`src/rtl/control_unit_if.sv`:
```
// ============================================================================
// Module   : control_unit_if
// Brief    : Instruction-ROM and datapath-control bundle of the control unit.
// Revision : 1.0  initial release
// ============================================================================
`default_nettype none

interface control_unit_if #(
    parameter int PC_W = 7
);
    logic [PC_W-1:0] IM_Addr;
    logic [15:0]     IM_Data;
    logic [7:0]      DAddr;
    logic            DWrite;
    logic            RFSelect;
    logic [3:0]      WriteAddr;
    logic            RFWriteEnable;
    logic [3:0]      ReadAddrA;
    logic [3:0]      ReadAddrB;
    logic [2:0]      ALUSelect;
    logic [3:0]      State;
    logic            Halted;

    modport master (
        output IM_Addr, DAddr, DWrite, RFSelect, WriteAddr, RFWriteEnable,
               ReadAddrA, ReadAddrB, ALUSelect, State, Halted,
        input  IM_Data
    );

    modport slave (
        input  IM_Addr, DAddr, DWrite, RFSelect, WriteAddr, RFWriteEnable,
               ReadAddrA, ReadAddrB, ALUSelect, State, Halted,
        output IM_Data
    );
endinterface

`default_nettype wire

```
`src/rtl/control_unit.sv`:
```
// ============================================================================
// Module   : control_unit
// Brief    : PC/IR holder and Moore fetch-decode-execute sequencer for the
//            datapath. Optional single-step gating via CONTROL_UNIT_STEP_EN.
// Revision : 1.0  initial release
// ============================================================================
`default_nettype none

module control_unit #(
    parameter int       PC_W    = 7,
    parameter bit [2:0] ALU_ADD = 3'b001,
    parameter bit [2:0] ALU_SUB = 3'b010
) (
    input  wire logic         Clk,
    input  wire logic         Reset,
`ifdef CONTROL_UNIT_STEP_EN
    input  wire logic         Step,
`endif
    control_unit_if.master    bus
);

    typedef enum logic [3:0] {
        S_INIT   = 4'd0,
        S_FETCH  = 4'd1,
        S_DECODE = 4'd2,
        S_LOAD_A = 4'd3,
        S_LOAD_B = 4'd4,
        S_STORE  = 4'd5,
        S_ADD    = 4'd6,
        S_SUB    = 4'd7,
        S_HALT   = 4'd8,
        S_NOOP   = 4'd9
    } state_t;

    state_t          r_state;
    state_t          w_next;
    logic [PC_W-1:0] r_pc;
    // Opcode is decoded straight from ROM data, so only the operand field is kept.
    logic [11:0]     r_ir;
    logic            w_fetch_go;

    logic [7:0]      w_daddr;
    logic            w_dwrite;
    logic            w_rfselect;
    logic [3:0]      w_waddr;
    logic            w_rfwe;
    logic [3:0]      w_raddr_a;
    logic [3:0]      w_raddr_b;
    logic [2:0]      w_alusel;
    logic            w_halted;

`ifdef CONTROL_UNIT_STEP_EN
    logic r_step_prev;

    always_ff @(posedge Clk) begin
        if (Reset) r_step_prev <= 1'b0;
        else       r_step_prev <= Step;
    end

    // Edges outside FETCH are simply lost because r_step_prev tracks every cycle.
    assign w_fetch_go = Step & ~r_step_prev;
`else
    assign w_fetch_go = 1'b1;
`endif

    always_ff @(posedge Clk) begin
        if (Reset) begin
            r_state <= S_INIT;
            r_pc    <= '0;
            r_ir    <= '0;
        end else begin
            r_state <= w_next;
            if (r_state == S_FETCH && w_fetch_go) r_pc <= r_pc + 1'b1;
            if (r_state == S_DECODE)              r_ir <= bus.IM_Data[11:0];
        end
    end

    always_comb begin
        w_next     = r_state;
        w_daddr    = 8'h00;
        w_dwrite   = 1'b0;
        w_rfselect = 1'b0;
        w_waddr    = 4'h0;
        w_rfwe     = 1'b0;
        w_raddr_a  = 4'h0;
        w_raddr_b  = 4'h0;
        w_alusel   = 3'b000;
        w_halted   = 1'b0;
        case (r_state)
            S_INIT:   w_next = S_FETCH;
            S_FETCH:  if (w_fetch_go) w_next = S_DECODE;
            S_DECODE: begin
                case (bus.IM_Data[15:12])
                    4'h1:    w_next = S_STORE;
                    4'h2:    w_next = S_LOAD_A;
                    4'h3:    w_next = S_ADD;
                    4'h4:    w_next = S_SUB;
                    4'h5:    w_next = S_HALT;
                    default: w_next = S_NOOP;
                endcase
            end
            S_LOAD_A, S_LOAD_B: begin
                w_daddr    = r_ir[11:4];
                w_rfselect = 1'b1;
                w_waddr    = r_ir[3:0];
                // LOAD_A only waits out the data-RAM read latency.
                w_rfwe     = (r_state == S_LOAD_B);
                w_next     = (r_state == S_LOAD_A) ? S_LOAD_B : S_FETCH;
            end
            S_STORE: begin
                w_raddr_a = r_ir[11:8];
                w_daddr   = r_ir[7:0];
                w_dwrite  = 1'b1;
                w_next    = S_FETCH;
            end
            S_ADD, S_SUB: begin
                w_raddr_a = r_ir[11:8];
                w_raddr_b = r_ir[7:4];
                w_waddr   = r_ir[3:0];
                w_rfwe    = 1'b1;
                w_alusel  = (r_state == S_ADD) ? ALU_ADD : ALU_SUB;
                w_next    = S_FETCH;
            end
            S_NOOP:   w_next = S_FETCH;
            S_HALT:   w_halted = 1'b1;
            default:  w_next = S_INIT;
        endcase
    end

    assign bus.IM_Addr       = r_pc;
    assign bus.DAddr         = w_daddr;
    assign bus.DWrite        = w_dwrite;
    assign bus.RFSelect      = w_rfselect;
    assign bus.WriteAddr     = w_waddr;
    assign bus.RFWriteEnable = w_rfwe;
    assign bus.ReadAddrA     = w_raddr_a;
    assign bus.ReadAddrB     = w_raddr_b;
    assign bus.ALUSelect     = w_alusel;
    assign bus.State         = r_state;
    assign bus.Halted        = w_halted;

endmodule

`default_nettype wire

```
`src/flat_wrapper.sv`:
```
// flat-port wrapper written by rule: the top's interface ports become plain ports
module control_unit_flat 
#(
    parameter int       PC_W    = 7,
    parameter bit [2:0] ALU_ADD = 3'b001,
    parameter bit [2:0] ALU_SUB = 3'b010
)
  (Clk, Reset, bus_IM_Addr, bus_DAddr, bus_DWrite, bus_RFSelect, bus_WriteAddr, bus_RFWriteEnable, bus_ReadAddrA, bus_ReadAddrB, bus_ALUSelect, bus_State, bus_Halted, bus_IM_Data);
  control_unit_if #(.PC_W(PC_W)) bus_i ();
  input  wire logic Clk;
  input  wire logic Reset;
  output wire logic [$bits(bus_i.IM_Addr)-1:0] bus_IM_Addr;
  output wire logic [$bits(bus_i.DAddr)-1:0] bus_DAddr;
  output wire logic [$bits(bus_i.DWrite)-1:0] bus_DWrite;
  output wire logic [$bits(bus_i.RFSelect)-1:0] bus_RFSelect;
  output wire logic [$bits(bus_i.WriteAddr)-1:0] bus_WriteAddr;
  output wire logic [$bits(bus_i.RFWriteEnable)-1:0] bus_RFWriteEnable;
  output wire logic [$bits(bus_i.ReadAddrA)-1:0] bus_ReadAddrA;
  output wire logic [$bits(bus_i.ReadAddrB)-1:0] bus_ReadAddrB;
  output wire logic [$bits(bus_i.ALUSelect)-1:0] bus_ALUSelect;
  output wire logic [$bits(bus_i.State)-1:0] bus_State;
  output wire logic [$bits(bus_i.Halted)-1:0] bus_Halted;
  input wire logic [$bits(bus_i.IM_Data)-1:0] bus_IM_Data;
  assign bus_IM_Addr = bus_i.IM_Addr;
  assign bus_DAddr = bus_i.DAddr;
  assign bus_DWrite = bus_i.DWrite;
  assign bus_RFSelect = bus_i.RFSelect;
  assign bus_WriteAddr = bus_i.WriteAddr;
  assign bus_RFWriteEnable = bus_i.RFWriteEnable;
  assign bus_ReadAddrA = bus_i.ReadAddrA;
  assign bus_ReadAddrB = bus_i.ReadAddrB;
  assign bus_ALUSelect = bus_i.ALUSelect;
  assign bus_State = bus_i.State;
  assign bus_Halted = bus_i.Halted;
  assign bus_i.IM_Data = bus_IM_Data;
  control_unit #(.PC_W(PC_W), .ALU_ADD(ALU_ADD), .ALU_SUB(ALU_SUB)) u_core (.Clk(Clk), .Reset(Reset), .bus(bus_i));
endmodule
```
`config.mk`:
```
export PLATFORM = sky130hd
export DESIGN_NAME = control_unit_flat
export DESIGN_NICKNAME = d
export VERILOG_FILES = /design/src/rtl/control_unit_if.sv /design/src/rtl/control_unit.sv /design/src/flat_wrapper.sv
export SDC_FILE = /design/constraint.sdc
export NUM_CORES = 1
export LEC_CHECK = 0
export BUFFER_PORTS_ARGS = -buffer_cell sky130_fd_sc_hd__buf_2
export CAP_MARGIN = 40
export CORE_AREA = 8 8 59 61
export DETAILED_ROUTE_END_ITERATION = 6
export DIE_AREA = 0 0 67 69
export MAX_ROUTING_LAYER = met4
export PLACE_DENSITY_LB_ADDON = 0.08
export SYNTH_ARGS = -nofsm -noshare
export SYNTH_HDL_FRONTEND = slang
export SYNTH_SLANG_ARGS = --single-unit
```
`constraint.sdc`:
```
create_clock -name Clk -period 3.8 [get_ports Clk]
set_input_delay 0 -clock Clk [delete_from_list [all_inputs] [get_ports Clk]]
set_output_delay 0 -clock Clk [all_outputs]
set_load 0.01 [all_outputs]
```
=== Word level (Yosys, flattened, before mapping) ===
Cells that the tools add are included.
Widths: inputs -> output; s select.

* Mux-type cells: 13
* $add $sub $neg: 1
* Reduce and logical (&&, ||, !) cells: 6
* Equal/unequal tests: 14

{| class="wikitable"
|+ Operator list
! operator !! count
|-
| $pmux 4 s5 || 2
|-
| $eq 4x3->1 const B || 6
|-
| $eq 4x2->1 const B || 4
|-
| $pmux 8 s2 || 1
|-
| $mux 4 || 3
|-
| $eq 4x1->1 const B || 2
|-
| $eq 4x4->1 const B || 2
|-
| $add 7x1->7 const B || 1
|-
| $mux 3 || 2
|-
| $reduce_or 5->1 || 1
|-
| $logic_not 4->1 || 1
|-
| $reduce_or 2->1 || 2
|-
| $reduce_or 4->1 || 1
|-
| $mux 1 || 3
|-
| $reduce_or 3->1 || 1
|-
| $mux 2 || 1
|-
| $pmux 1 s2 || 1
|}

* Register bits after elaboration: 23
* Output and inout bits: 38
* Logic and storage cells: 37
* Input port bits: 18

=== Depth between registers and ports, before layout ===
Gate-level depths: netlist of run 1.

* Depth after elaboration: 3
* Gate-level depth with buffers: 6

=== Worst setup path before layout of run 1 ===
OpenSTA, ideal clock, no wires.

* Path type: reg-to-reg
* Start point: register u_core.r_state[3] (netlist: u_core.bus.State[3])
* End point: register u_core.r_pc[3] (netlist: u_core.bus.IM_Addr[3])
* Library setup time: 0.071 ns
* Arrival: 1.623 ns
* Cell stages (with the launch flop): 6
* Buffers on the path: 2
* Slack: 2.107 ns
* Path through: dfxtp_1 buf_6 or4b_4 buf_4 or3_1 a21oi_1

* Cells in the longest elaborated chain, start to end: 1

{| class="wikitable"
|+ RTL lines
! element !! line !! text
|-
| start: declaration || control_unit.sv:35 || <nowiki>state_t r_state;</nowiki>
|-
| start signal: assignment || control_unit.sv:72 || <nowiki>r_state <= w_next;</nowiki>
|-
| $eq 4x1->1 || control_unit.sv:73 || <nowiki>if (r_state == S_FETCH && w_fetch_go) r_pc <= r_pc + 1'b1;</nowiki>
|-
| end signal: assignment || control_unit.sv:73 ||
|-
| end: declaration || control_unit.sv:37 || <nowiki>logic [PC_W-1:0] r_pc;</nowiki>
|}

Every way passes these cells.
A chain may end at the register's enable or synchronous reset.

=== Worst setup path after layout of run 1 ===
* Start point: register u_core.r_state[2] (netlist: u_core.bus.State[2])
* End point: output port bus_DAddr[6]

* Cells in the longest elaborated chain, start to end: 3
* Elaborated cells between the ends (all ways): 5
* Those cells by class: eq/ne: 3; mux: 1; reduce/logical: 1

{| class="wikitable"
|+ RTL lines
! element !! line !! text
|-
| $eq 4x2->1 / $eq 4x3->1 (equally long branches) || control_unit.sv:89 || <nowiki>case (r_state)</nowiki>
|-
| $reduce_or 2->1 || control_unit.sv:89 ||
|-
| $pmux 8 s2 (*) || control_unit.sv:89 ||
|-
| end: declaration || flat_wrapper.sv:13 || <nowiki>output wire logic [$bits(bus_i.DAddr)-1:0] bus_DAddr;</nowiki>
|}

Every way passes the cells marked *; elsewhere a longest branch is shown, timed or not.

==> impl_metrics.ini, run 1 <==
[worst_setup_path]
arrival_ps = 2200
cp_cell_sequence = nor2b_1 > and3_1 > a22o_1 > buf_2
rr_startpoint = u_core.bus.State[0]
max_stage_delay_ps = 560
crit_path_end_kind = output pin
startpoint = u_core.bus.State[2]
path_max_fanout = 11
start_kind = flop
slowest_stage = nor2b_1
crit_type = reg -> out
required_ps = 3800

[synth]
synthCells = 155
synth_area_um2 = 1225
synth_top_family_by_area = simple AND/OR/NAND/NOR gates
synthTopCellsByArea = dfxtp_1 (38%), nand2_1 (8.9%), a21oi_1 (7.8%)
yosys.area_share.adder_pct = 1.021
async_reset_ff_share_pct = 0
synth.yosys.warnings = 0
yosysMostFrequentCell = nand2_1
muxShareOfSynthArea_pct = 1.634
synth_nets = 174
synth_top_area_share_pct = 37.59
yosysUniqueCellTypes = 39
yosysTopAreaCell = dfxtp_1
synth_compound_area_share_pct = 21.96
synth-seq-cells = 23
synthSimpleGateAreaFrac_pct = 30.03
synth_edf_count = 0
synth.avg_cell_area_um2 = 7.903
ys_top_cells_by_count = nand2_1 (29), dfxtp_1 (23), a21oi_1 (19)
synth-xor-area-share_pct = 1.430
synth-seq-area-share_pct = 37.59
ys.flop_type = dfxtp_1

[timing]
worst_slew_pin_slew_ps = 605.7
fin_ws_ps = 1597
fin_skew_ps = 1.265
finalHoldViolCount = 0
finalCriticalPeriod_ps = 2203
max_slew_margin_pct = 59.54
hold_ws_ps = 102.5
drv_slew = 0
setup_viol = 0
grt_setup_unrepaired = no
period_share_pct = 57.97
max_clock_freq_mhz = 453.9
setup_tns_ps = 0

[global_routing]
grt_pass1_wl_um = 5947
grt_use_total_pct = 15.89
antenna_found_initial = 1
grt_pass1_vias = 1332
overflow = 0
grt_start_max_net_pins = 23

[drt]
vias = 1323
top_layer = met4
drc = 0
drtAntennaViolNets = 0
drt_iter0_drc = 101
first_pass_iters = 4
route.met3.wl_um = 249
wire_per_inst_um = 14.74
drt-met1-wl_um = 1466
viasPerCell = 5.378
wl_met2_um = 1860
finalWirelength_um = 3625

[die]
rows = 19
pin_count = 56
start_util_pct = 46.84
die_h_um = 69
core-area_um2 = 2615
dieArea_um2 = 4623
die_w_um = 67

[finish]
regArea_um2 = 460.4
syn2layout_area_growth_pct = 33.91
fin_nets = 234
final_core_util_pct = 62.73
drive_gt1_share_pct = 29.91
fillCellCount = 245
multi_input_area_um2 = 696.9

[clock_tree]
clkSinkCount = 23
cts_resized = 0
cts_hold_buf = 13
htree_levels = 1
cts-root-buf = clkbuf_4
path_clk_slew_ps = 130
clk_path_buf_depth = 2
postCtsSetupBuffers = 0
cts_tree = yes
cts_buffers = 3
clock_latency_ps = 300

[min_path]
hold_path_class = in -> reg
hp-start = bus_IM_Data[12]

[power]
cellLeakagePower_nw = 0.7710
power_mw = 0.4756
peakVddDrop_uv = 207.2
powerDensity_nw_per_um2 = 290.0

[placed_design]
dp_slack_ps = 1788
place.gp.congestion = 0.8247
numPortBuffers = 54
place_hpwl_um = 2663

[flow_run]
maxCapViolations = 0

[outcome]
status = finished clean
cells by family after synthesis:
| group | after synthesis |
|---|---|
| AOI/OAI and AO/OA | 41 |
| xor gates and xnor gates | 2 |
| adders and majority gates | 1 |
| buffers and inverters | 15 |
| DFF | 23 |
| muxes | 2 |
| other | 1 |
| and+or+nand+nor | 70 |
final timing paths:
path                                 to  slack, ps  cells past startpoint
setup / recovery           bus_DAddr[6]       1600                      4
hold / removal      u_core.bus.State[0]        100                      4
setup reg to reg  u_core.bus.IM_Addr[6]       1770                      3
hold reg to reg          u_core.r_ir[1]        480                      2
cell usage in the layout, fill, tap and decap left out, drive strengths merged, types with 2 or more instances in the layout:
cell type	synthesis	routed
or3b	2	2
or4	2	2
o31ai	3	3
nor3	2	2
nand3	2	2
nand2b	2	2
nand2	29	29
buf	4	55
a21oi	20	20
nor2	7	7
clkbuf	9	4
and2	9	9
mux2i	2	2
or4b	2	2
a22o	8	8
o21ai	3	3
dfxtp	23	23
inv	2	2
and3	6	6
dlygate4sd3	0	13
nor4b	2	2
or3	3	3
state kept, by name, indices dropped and copies added, names as in the netlist:
| name | cells |
|---|---|
| u_core.r_ir | 12 |
| u_core.bus.IM_Addr | 7 |
| u_core.bus.State | 4 |
stage by stage:
stage | cell area, µm² | std cells
2_1_floorplan | 1225 | 155
3_3_place_gp | 1474 | 227
3_5_place_dp | 1481 | 228
4_1_cts | 1638 | 245
5_1_grt | 1640 | 246
6_report | 1640 | 246
metal layers:
metal | track usage, % | vias to the layer above
li1 | - | 657
met5 | - | -
met1 | 17.01 | 629
met2 | 27.98 | 33
met3 | 3.716 | 4
met4 | 4.186 | 0
layout make-up:
| type | count | area share (%) |
|---|---|---|
| inverters | 2 | 0.4577 |
| multi-input cells | 117 | 42.49 |
| diodes | 1 | 0.1526 |
| clock buffers | 4 | 1.602 |
| repair buffers | 68 | 24.87 |
| well taps | 31 | 2.365 |
| flip-flops and latches | 23 | 28.07 |
critical path, delay by kind of cell, from the launching register on:
| kind | cells | cell delay (ps) |
|---|---|---|
| flip-flops | 1 | 550 |
| AND/OR/NAND/NOR | 2 | 1020 |
| AO/OA/AOI/OAI | 1 | 200 |
| buffers and inverters | 1 | 130 |
power breakdown:
group | internal (mW) | total [mW] | switching (mW)
sequential | 0.253 | 0.274 | 0.0210
combinational | 0.0427 | 0.0891 | 0.0465
clock | 0.0408 | 0.112 | 0.0712
total | 0.337 | 0.476 | 0.139
Note: power is estimated with default switching activity, not from simulation.
==> run 2, diff against run 1 <==
Settings changed: CORE_AREA 8 8 59 61 to 8 8 61 63, DIE_AREA 0 0 67 69 to 0 0 69 71.
Clock period 3.8 ns to 2.2 ns, I/O delays scaled along.
==> run 2 against run 1 <==
Compared with the run above: register-to-register slack lost 1400 ps; clock power is 77% higher; utilization shrank 4.5 points; largest power group unchanged; critical path depth unchanged; clock skew up 6.1 ps; via count shrank 2.1%; die area grew 6.0%; worst hold slack worse by 50 ps; final area grew 1.2%; sequential cell count is the same; first-iteration DRC count shrank 12%.
==> impl_metrics.ini, run 2 (synthesis results as in run 1) <==
[outcome]
status = finished clean

[clock_tree]
cts_resized = 0
cts_hold_buf = 12
cts_tree = yes
clkSinkCount = 23
path_clk_slew_ps = 120
cts-root-buf = clkbuf_4
htree_levels = 1
postCtsSetupBuffers = 0
cts_buffers = 3
clk_path_buf_depth = 2
clock_latency_ps = 310

[drt]
drtAntennaViolNets = 0
wire_per_inst_um = 13.87
drc = 0
first_pass_iters = 4
viasPerCell = 5.180
vias = 1295
drt_iter0_drc = 89
finalWirelength_um = 3467

[timing]
finalHoldViolCount = 0
max_slew_margin_pct = 63.66
fin_ws_ps = 121.6
setup_viol = 0
finalCriticalPeriod_ps = 2078
period_share_pct = 94.47
worst_slew_pin_slew_ps = 537.5
drv_slew = 0
setup_tns_ps = 0
fin_skew_ps = 7.318
grt_setup_unrepaired = no
max_clock_freq_mhz = 481.1

[placed_design]
numPortBuffers = 54
place.gp.congestion = 0.8583
place_hpwl_um = 2557
dp.cells = 234
dp_slack_ps = 403.8
dpl-instance-area_um2 = 1514

[worst_setup_path]
arrival_ps = 2080
required_ps = 2200
path_max_fanout = 11
start_kind = flop
crit_type = reg -> out
crit_path_end_kind = output pin

[power]
powerDensity_nw_per_um2 = 499.7
clkPwrFrac_pct = 23.8
cellLeakagePower_nw = 0.7879
p_comb_share_pct = 20.7
pwr-share-seq_pct = 55.5
peakVddDrop_uv = 364.2
p_sw_share_pct = 29.17
switchingPower_mw = 0.2420
p_int_mw = 0.5877

[global_routing]
grt_start_max_net_pins = 23
antenna_found_initial = 0
overflow = 0
grt_use_total_pct = 14.79
grt_pass1_vias = 1377
grt_pass1_wl_um = 6065

[die]
dieArea_um2 = 4899
start_util_pct = 42.94
core-area_um2 = 2853
die_h_um = 71
rows = 20
pin_count = 56
die_w_um = 69

[finish]
top_register = u_core.r_ir
syn2layout_area_growth_pct = 35.55
layout_common_cells = buf_2 (54), nand2_1 (29), dfxtp_1 (23)
design_area_um2 = 1660
antenna_cells = 0
multi_input_area_um2 = 696.9
fin_nets = 237
layoutNonFillerInstCount = 250
regArea_um2 = 460.4
fillCellCount = 295
drive_gt1_share_pct = 31.34
final_common_cell = buf_2
largest_register_ffs = 12

[flow_run]
maxCapViolations = 0

[min_path]
hold_path_class = in -> reg
==> run 2: final cells by class <==
class	count	area share, %
Sequential cell	23	27.73
Multi-Input combinational cell	117	41.97
Tap cell	33	2.487
Clock buffer	4	1.583
Inverter	2	0.4521
Timing Repair Buffer	71	25.77
==> run 2: worst paths after layout <==
path,startpoint,to,cells after the start,slack [ps]
setup / recovery,u_core.bus.State[2],bus_DAddr[6],4,120
hold / removal,bus_IM_Data[15],u_core.bus.State[0],3,50
setup reg to reg,u_core.bus.State[3],u_core.bus.IM_Addr[5],3,390
hold reg to reg,u_core.r_ir[2],u_core.r_ir[2],2,480
==> run 2: critical path, cell delays in order, from the launching register on <==
cell and delay (ps):
dfxtp_1 550, or3b_2 490, a21oi_2 400, a22o_1 200, buf_2 130
==> run 2: metal layers <==
layer  routed length [µm]  vias up  global-route usage, %
met3                  173        4                  3.776
met4                   36        0                  5.923
met1                 1569      597                  16.33
met2                 1687       31                  24.90
met5                    0        -                      -
li1                     -      663                      -
==> run 2: per-stage QoR <==
stage	util (%)	power, mW	hold slack, ps
floorplan	-	0.5677	79.31
global placement	53.07	0.6206	242.4
global route	58.20	0.8860	25.73
detailed placement	53.07	0.6251	246.2
finish	58.20	0.8297	52.14
CTS	58.20	0.8379	35.55
==> run 2: power groups by stage <==
stage | clock (mW) | sequential, mW | combinational, mW
6_report | 0.198 | 0.460 | 0.172
5_1_grt | 0.229 | 0.464 | 0.193
4_1_cts | 0.205 | 0.460 | 0.172
3_5_place_dp | 0 | 0.470 | 0.156
3_3_place_gp | 0 | 0.468 | 0.152
2_1_floorplan | 0 | 0.467 | 0.100
